**config.mk**
```make
export PLATFORM = sky130hd
export DESIGN_NAME = wt_frame_fifo_writer_flat
export DESIGN_NICKNAME = d
export VERILOG_FILES = /design/src/rtl/wt_frame_fifo_writer_pkg.sv /design/src/rtl/wt_frame_fifo_writer_if.sv /design/src/rtl/wt_frame_fifo_writer_buf.sv /design/src/rtl/wt_frame_fifo_writer.sv /design/src/flat_wrapper.sv
export SDC_FILE = /design/constraint.sdc
export NUM_CORES = 1
export LEC_CHECK = 0
export CELL_PAD_IN_SITES_DETAIL_PLACEMENT = 1
export CELL_PAD_IN_SITES_GLOBAL_PLACEMENT = 1
export CORE_AREA = 2 2 300 302
export CTS_BUF_LIST = sky130_fd_sc_hd__clkbuf_8 sky130_fd_sc_hd__clkbuf_16
export CTS_CLUSTER_DIAMETER = 40
export DETAILED_ROUTE_END_ITERATION = 6
export DIE_AREA = 0 0 302 304
export PLACE_DENSITY = 0.72
export SLEW_MARGIN = 20
export SYNTH_ARGS = -nofsm -noshare
export SYNTH_HDL_FRONTEND = slang
export SYNTH_SLANG_ARGS = --single-unit
```
**constraint.sdc**
```tcl
create_clock -name clk -period 14.7 [get_ports clk]
set_clock_uncertainty 0.15 [all_clocks]
set_input_delay 2.205 -clock clk [delete_from_list [all_inputs] [get_ports clk]]
set_output_delay 2.205 -clock clk [all_outputs]
set_load 0.03 [all_outputs]
```
**src/rtl/wt_frame_fifo_writer_pkg.sv**
```systemverilog
`default_nettype none
// ============================================================================
// Module   : wt_frame_fifo_writer_pkg
// Brief    : Shared widths, turbine count and FSM encoding for the frame writer.
// Revision : 1.0 - initial release
// ============================================================================
package wt_frame_fifo_writer_pkg;

    localparam int c_DATA_W          = 64;
    localparam int c_N_WIND_TURBINE  = 8;
    localparam int c_DEPTH           = 16;
    localparam int c_AW              = 4;

    typedef enum logic [1:0] {
        ST_IDLE    = 2'd0,
        ST_COLLECT = 2'd1,
        ST_DRAIN   = 2'd2,
        ST_DONE    = 2'd3
    } state_t;

endpackage
`default_nettype wire

```
**src/rtl/wt_frame_fifo_writer_if.sv**
```systemverilog
`default_nettype none
// ============================================================================
// Module   : wt_frame_fifo_writer_if
// Brief    : Upstream handshake, FIFO write side and status of the frame writer.
// Revision : 1.0 - initial release
// ============================================================================
interface wt_frame_fifo_writer_if
    import wt_frame_fifo_writer_pkg::*;
#(
    parameter int DATA_W = c_DATA_W
);
    logic              frame_start;
    logic              din_valid;
    logic [DATA_W-1:0] din;
    logic              din_ready;
    logic              wr_en;
    logic [DATA_W-1:0] wr_data;
    logic              frame_done;
    logic              busy;
    logic              err;

    modport slave (
        input  frame_start, din_valid, din,
        output din_ready, wr_en, wr_data, frame_done, busy, err
    );

    modport master (
        output frame_start, din_valid, din,
        input  din_ready, wr_en, wr_data, frame_done, busy, err
    );
endinterface
`default_nettype wire

```
**src/rtl/wt_frame_fifo_writer_buf.sv**
```systemverilog
`default_nettype none
// ============================================================================
// Module   : wt_frame_buf
// Brief    : Simple dual-port frame RAM, synchronous write and registered read.
// Revision : 1.0 - initial release
// ============================================================================
module wt_frame_buf #(
    parameter int DATA_W = 64,
    parameter int DEPTH  = 16,
    parameter int AW     = 4
) (
    input  wire logic              clk,
    input  wire logic              we_i,
    input  wire logic [AW-1:0]     waddr_i,
    input  wire logic [DATA_W-1:0] wdata_i,
    input  wire logic              re_i,
    input  wire logic [AW-1:0]     raddr_i,
    output logic      [DATA_W-1:0] rdata_o
);

    logic [DATA_W-1:0] mem_q [DEPTH];
    logic [DATA_W-1:0] rdata_q;

    always_ff @(posedge clk) begin
        if (we_i) begin
            mem_q[waddr_i] <= wdata_i;
        end
        if (re_i) begin
            rdata_q <= mem_q[raddr_i];
        end
    end

    assign rdata_o = rdata_q;

endmodule
`default_nettype wire

```
**src/rtl/wt_frame_fifo_writer.sv**
```systemverilog
`default_nettype none
// ============================================================================
// Module   : wt_frame_fifo_writer
// Brief    : Collects one word per turbine, then replays the frame as a
//            contiguous FIFO write burst followed by a frame_done pulse.
// Revision : 1.0 - initial release
// ============================================================================
module wt_frame_fifo_writer
    import wt_frame_fifo_writer_pkg::*;
#(
    parameter int DATA_W = c_DATA_W,
    parameter int N_WT   = c_N_WIND_TURBINE,
    parameter int DEPTH  = c_DEPTH,
    parameter int AW     = c_AW
) (
    input  wire logic              clk,
    input  wire logic              rst,
    input  wire logic              rst_user,
    wt_frame_fifo_writer_if.slave  bus
);

    // One extra bit so a counter can hold N_WT == DEPTH.
    localparam int           c_CW   = AW + 1;
    localparam logic [c_CW-1:0] c_LAST = c_CW'(N_WT - 1);
    localparam logic [c_CW-1:0] c_ONE  = c_CW'(1);

    state_t            state_q, state_d;
    logic [c_CW-1:0]   wr_cnt_q, wr_cnt_d;
    logic [c_CW-1:0]   rd_cnt_q, rd_cnt_d;
    logic              din_ready_q, din_ready_d;
    logic              rd_vld_q, rd_vld_d;
    logic              wr_en_q, wr_en_d;
    logic [DATA_W-1:0] wr_data_q, wr_data_d;
    logic              frame_done_q, frame_done_d;
    logic              busy_q, busy_d;
    logic              err_q, err_d;

    logic              w_accept;
    logic              w_rd_issue;
    logic [DATA_W-1:0] w_buf_rdata;

    assign w_accept   = (state_q == ST_COLLECT) && din_ready_q && bus.din_valid && !rst_user;
    assign w_rd_issue = (state_q == ST_DRAIN) && !rst_user;

    wt_frame_buf #(
        .DATA_W (DATA_W),
        .DEPTH  (DEPTH),
        .AW     (AW)
    ) u_buf (
        .clk     (clk),
        .we_i    (w_accept),
        .waddr_i (wr_cnt_q[AW-1:0]),
        .wdata_i (bus.din),
        .re_i    (w_rd_issue),
        .raddr_i (rd_cnt_q[AW-1:0]),
        .rdata_o (w_buf_rdata)
    );

    always_comb begin
        state_d      = state_q;
        wr_cnt_d     = wr_cnt_q;
        rd_cnt_d     = rd_cnt_q;
        err_d        = err_q;
        frame_done_d = 1'b0;

        if (rst_user) begin
            state_d  = ST_IDLE;
            wr_cnt_d = '0;
            rd_cnt_d = '0;
        end else begin
            if (bus.frame_start && (state_q != ST_IDLE)) begin
                err_d = 1'b1;
            end
            case (state_q)
                ST_IDLE: begin
                    if (bus.frame_start) begin
                        state_d  = ST_COLLECT;
                        wr_cnt_d = '0;
                    end
                end
                ST_COLLECT: begin
                    if (w_accept) begin
                        wr_cnt_d = wr_cnt_q + c_ONE;
                        if (wr_cnt_q == c_LAST) begin
                            state_d  = ST_DRAIN;
                            rd_cnt_d = '0;
                        end
                    end
                end
                ST_DRAIN: begin
                    rd_cnt_d = rd_cnt_q + c_ONE;
                    if (rd_cnt_q == c_LAST) begin
                        state_d = ST_DONE;
                    end
                end
                ST_DONE: begin
                    // Hold here until the read pipeline has emptied so that
                    // frame_done lands right after the last FIFO write.
                    if (frame_done_q) begin
                        state_d = ST_IDLE;
                    end else if (!rd_vld_q) begin
                        frame_done_d = 1'b1;
                    end
                end
                default: begin
                    state_d = ST_IDLE;
                end
            endcase
        end

        din_ready_d = (state_d == ST_COLLECT);
        busy_d      = (state_d != ST_IDLE);
        rd_vld_d    = w_rd_issue;
        wr_en_d     = rd_vld_q && !rst_user;
        wr_data_d   = wr_en_d ? w_buf_rdata : wr_data_q;
    end

    always_ff @(posedge clk) begin
        if (rst) begin
            state_q      <= ST_IDLE;
            wr_cnt_q     <= '0;
            rd_cnt_q     <= '0;
            din_ready_q  <= 1'b0;
            rd_vld_q     <= 1'b0;
            wr_en_q      <= 1'b0;
            wr_data_q    <= '0;
            frame_done_q <= 1'b0;
            busy_q       <= 1'b0;
            err_q        <= 1'b0;
        end else begin
            state_q      <= state_d;
            wr_cnt_q     <= wr_cnt_d;
            rd_cnt_q     <= rd_cnt_d;
            din_ready_q  <= din_ready_d;
            rd_vld_q     <= rd_vld_d;
            wr_en_q      <= wr_en_d;
            wr_data_q    <= wr_data_d;
            frame_done_q <= frame_done_d;
            busy_q       <= busy_d;
            err_q        <= err_d;
        end
    end

    assign bus.din_ready  = din_ready_q;
    assign bus.wr_en      = wr_en_q;
    assign bus.wr_data    = wr_data_q;
    assign bus.frame_done = frame_done_q;
    assign bus.busy       = busy_q;
    assign bus.err        = err_q;

endmodule
`default_nettype wire

```
**src/flat_wrapper.sv**
```systemverilog
// flat-port wrapper written by rule: the top's interface ports become plain ports
module wt_frame_fifo_writer_flat import wt_frame_fifo_writer_pkg::*;
#(
    parameter int DATA_W = c_DATA_W,
    parameter int N_WT   = c_N_WIND_TURBINE,
    parameter int DEPTH  = c_DEPTH,
    parameter int AW     = c_AW
)
  (clk, rst, rst_user, bus_frame_start, bus_din_valid, bus_din, bus_din_ready, bus_wr_en, bus_wr_data, bus_frame_done, bus_busy, bus_err);
  wt_frame_fifo_writer_if #(.DATA_W(DATA_W)) bus_i ();
  input  wire logic clk;
  input  wire logic rst;
  input  wire logic rst_user;
  input wire logic [$bits(bus_i.frame_start)-1:0] bus_frame_start;
  input wire logic [$bits(bus_i.din_valid)-1:0] bus_din_valid;
  input wire logic [$bits(bus_i.din)-1:0] bus_din;
  output wire logic [$bits(bus_i.din_ready)-1:0] bus_din_ready;
  output wire logic [$bits(bus_i.wr_en)-1:0] bus_wr_en;
  output wire logic [$bits(bus_i.wr_data)-1:0] bus_wr_data;
  output wire logic [$bits(bus_i.frame_done)-1:0] bus_frame_done;
  output wire logic [$bits(bus_i.busy)-1:0] bus_busy;
  output wire logic [$bits(bus_i.err)-1:0] bus_err;
  assign bus_i.frame_start = bus_frame_start;
  assign bus_i.din_valid = bus_din_valid;
  assign bus_i.din = bus_din;
  assign bus_din_ready = bus_i.din_ready;
  assign bus_wr_en = bus_i.wr_en;
  assign bus_wr_data = bus_i.wr_data;
  assign bus_frame_done = bus_i.frame_done;
  assign bus_busy = bus_i.busy;
  assign bus_err = bus_i.err;
  wt_frame_fifo_writer #(.DATA_W(DATA_W), .N_WT(N_WT), .DEPTH(DEPTH), .AW(AW)) u_core (.clk(clk), .rst(rst), .rst_user(rst_user), .bus(bus_i));
endmodule
```
==> qor.yml <==
syn_to_final_growth_pct: 17.1
io_pins: 138
vdd_drop_max_v: 0.000104
synth_compound_area_frac: 0.0407
dp.final_hpwl_mm: 56.1
power_leakage_nw: 15.5
seq_area_frac_synth: 0.779
htreeDepth: 4
grt_pass1_wl_mm: 159
period_share: 0.351
die_h_microns: 304
rows: 110
grt_pass1_vias: 24232
root_buffer: "clkbuf_16"
synthCells: 2168
vias_per_cell: 6.02
start_util: 0.495
postCtsSetupBuffers: 0
grt_use_total: 0.237
worstHoldPathCells: 2
yosys_warnings: 0
maxCapViolations: 0
clock_latency_ns: 0.74
postSynth.asyncResetShare: 0
clock_sinks: 1170
min_period_ns: 5.16
synth.mux.area_fraction: 0.143
final_common_cell: "edfxtp_1"
cp.required_ns: 14.89
wl_per_cell_microns: 29.2
yosysTopAreaCell: "edfxtp_1"
netlist_area_sq_um: 44000
ys_ff_latch: 1170
startpoint_type: "input pin"
total_power_w: 0.00728
synth-edff-count: 1088
setup_viol: 0
port_buffers: 137
ant_nets: 0
worst_slew_pin_slew_ns: 1.14
layout-drive-gt1-share: 0.194
netlist.area_leader.share: 0.742
path_class: "input pin to register"
cts.reportedPaths.clkPinSlew_ns: 0.06
cp-endpoint: "u_core.u_buf.mem_q[14][35]$_DFFE_PP_"
r2r_slack_ns: 9.62
cp-end-kind: "register"
clock_path_buffers: 3
fmax_mhz: 194
synth-xor-area-share: 0.000597
cts_buffers: 142
status: "completed"
drtIter0Drc: 1937
yosys.area_share.simple: 0.0191
grt_max_degree: 97
synth_nets: 2242
dr_total_vias: 22018
finalMaxSlewViolations: 0
instances_no_fill: 3658
powerDensity_nw_per_um2: 141
slew_headroom: 0.242
cts_hold_buf: 0
die_area_sq_um: 91800
synth_area_leaders: "edfxtp_1 (74%), mux4_2 (9.6%), mux2i_1 (4.4%)"
post_cts_resized: 0
grt_overflow: 0
ff2ff_path_depth: 7
gp_congestion: 0.737
rr_endpoint: "u_core.u_buf.rdata_o[30]$_DFFE_PP_"
drt-pass1-iter-count: 5
synth_ff_type: "edfxtp_1"
cp-startpoint: "rst_user"
coreArea_sq_um: 89000
wl_mm: 107
whs_ns: 0.303
antenna_found_initial: 5
tns_ns: 0
fill_cells: 7550
r2r_start: "u_core.rd_cnt_q[1]$_SDFFE_PP0P_"
final_cell_mix: "edfxtp_1 (1088), mux2i_1 (193), mux4_2 (188), clkbuf_16 (144), nand2_1 (137)"
die_w_microns: 302
cts_tree: "built"
synth_top_family_by_area: "multiplexers"
holdCritPathClass: "register to register"
synth_fa_ha_area_frac: 0.00142
numPlacedInstances: 3390
ys_types: 44
finalHoldViolCount: 0
rsz0062_at_grt: "no"
final_nets: 2434
cp.arrival_ns: 5.35
cp_max_fo: 47
avgSynthCellArea_sq_um: 20.3
drc: 0
[worst min-delay path by stage]
stage | startpoint | to | slack (ns)
2_1_floorplan | u_core.rd_vld_q$_SDFF_PP0_ | u_core.bus.frame_done$_SDFF_PP0_ | 0.28
3_3_place_gp | u_core.bus.wr_data[43]$_SDFFE_PP0P_ | u_core.bus.wr_data[43]$_SDFFE_PP0P_ | 0.29
5_1_grt | u_core.bus.wr_data[58]$_SDFFE_PP0P_ | u_core.bus.wr_data[58]$_SDFFE_PP0P_ | 0.32
3_5_place_dp | u_core.bus.wr_data[36]$_SDFFE_PP0P_ | u_core.bus.wr_data[36]$_SDFFE_PP0P_ | 0.30
4_1_cts | u_core.bus.wr_data[36]$_SDFFE_PP0P_ | u_core.bus.wr_data[36]$_SDFFE_PP0P_ | 0.30
6_report | u_core.bus.wr_data[36]$_SDFFE_PP0P_ | u_core.bus.wr_data[36]$_SDFFE_PP0P_ | 0.30
[cells by family after synthesis]
family | after synthesis
compound gates | 274
xor+xnor | 3
fa+ha+maj | 5
buf+inv | 131
flops | 1170
mux | 386
simple gates | 199
[sequential cells by signal, indices dropped and copies added, names as in the netlist]
signal	flops
u_core.bus.frame_done	1
u_core.u_buf.mem_q	1024
u_core.u_buf.rdata_o	64
u_core.wr_cnt_q	5
u_core.rd_vld_q	1
u_core.bus.busy	1
u_core.bus.din_ready	1
u_core.rd_cnt_q	5
u_core.state_q	2
u_core.bus.wr_data	64
u_core.bus.err	1
u_core.bus.wr_en	1
[per-layer routing]
metal,vias up,wire length [microns],GRT usage
li1,9333,-,-
met1,11784,43300,0.311
met2,725,55600,0.402
met3,172,5450,0.0394
met4,4,2570,0.0824
met5,-,23,0
[cell usage after synthesis (all sizes together), types with 2 or more instances]
cell / instances
a22oi: 64
buf: 69
nor2: 25
mux2i: 193
xor2: 2
ha: 5
o21ai: 70
a21oi: 69
nor3: 4
clkbuf: 58
dfxtp: 82
mux4: 192
edfxtp: 1088
inv: 4
and2: 2
nand2: 137
and3: 2
nand4: 3
nor3b: 2
o31ai: 2
nor2b: 5
a32oi: 64
or3: 4
nand2b: 8
nand3: 3
[critical path, cell delays in order]
cell	delay, ns
clkdlybuf4s50_1	0.60
nor2b_1	0.36
and3_1	0.30
nand2_1	0.26
nor2_4	0.70
buf_4	0.88
[cell type report]
cell class              instances  area, sq um  area share
inverters                       4         15.0    0.000291
well taps                    1176         1470      0.0285
diodes                          2         5.00   0.0000971
multi-input cells             867         9160       0.178
clock buffers                 149         3670      0.0712
repair buffers                175         1700      0.0329
flip-flops and latches       1170        34300       0.666
clock inverters               115         1220      0.0238
[report_power, final]
group	internal [W]	leakage [nW]	switching, W	total, W
Sequential	0.00363	10.4	0.000000974	0.00363
Clock	0.00217	2.48	0.00141	0.00358
Combinational	0.0000186	2.54	0.0000512	0.0000698
Total	0.00582	15.5	0.00146	0.00728
[through the flow]
step                setup slack, ns  utilization  area (sq um)
CTS                            9.46        0.579         51500
detailed placement             8.75        0.524         46600
global placement               8.96        0.524         46600
finish                         9.54        0.579         51600
global route                   9.37        0.579         51600
floorplan                      6.98            -         44000
No activity file was read; power rests on OpenSTA's default activity.
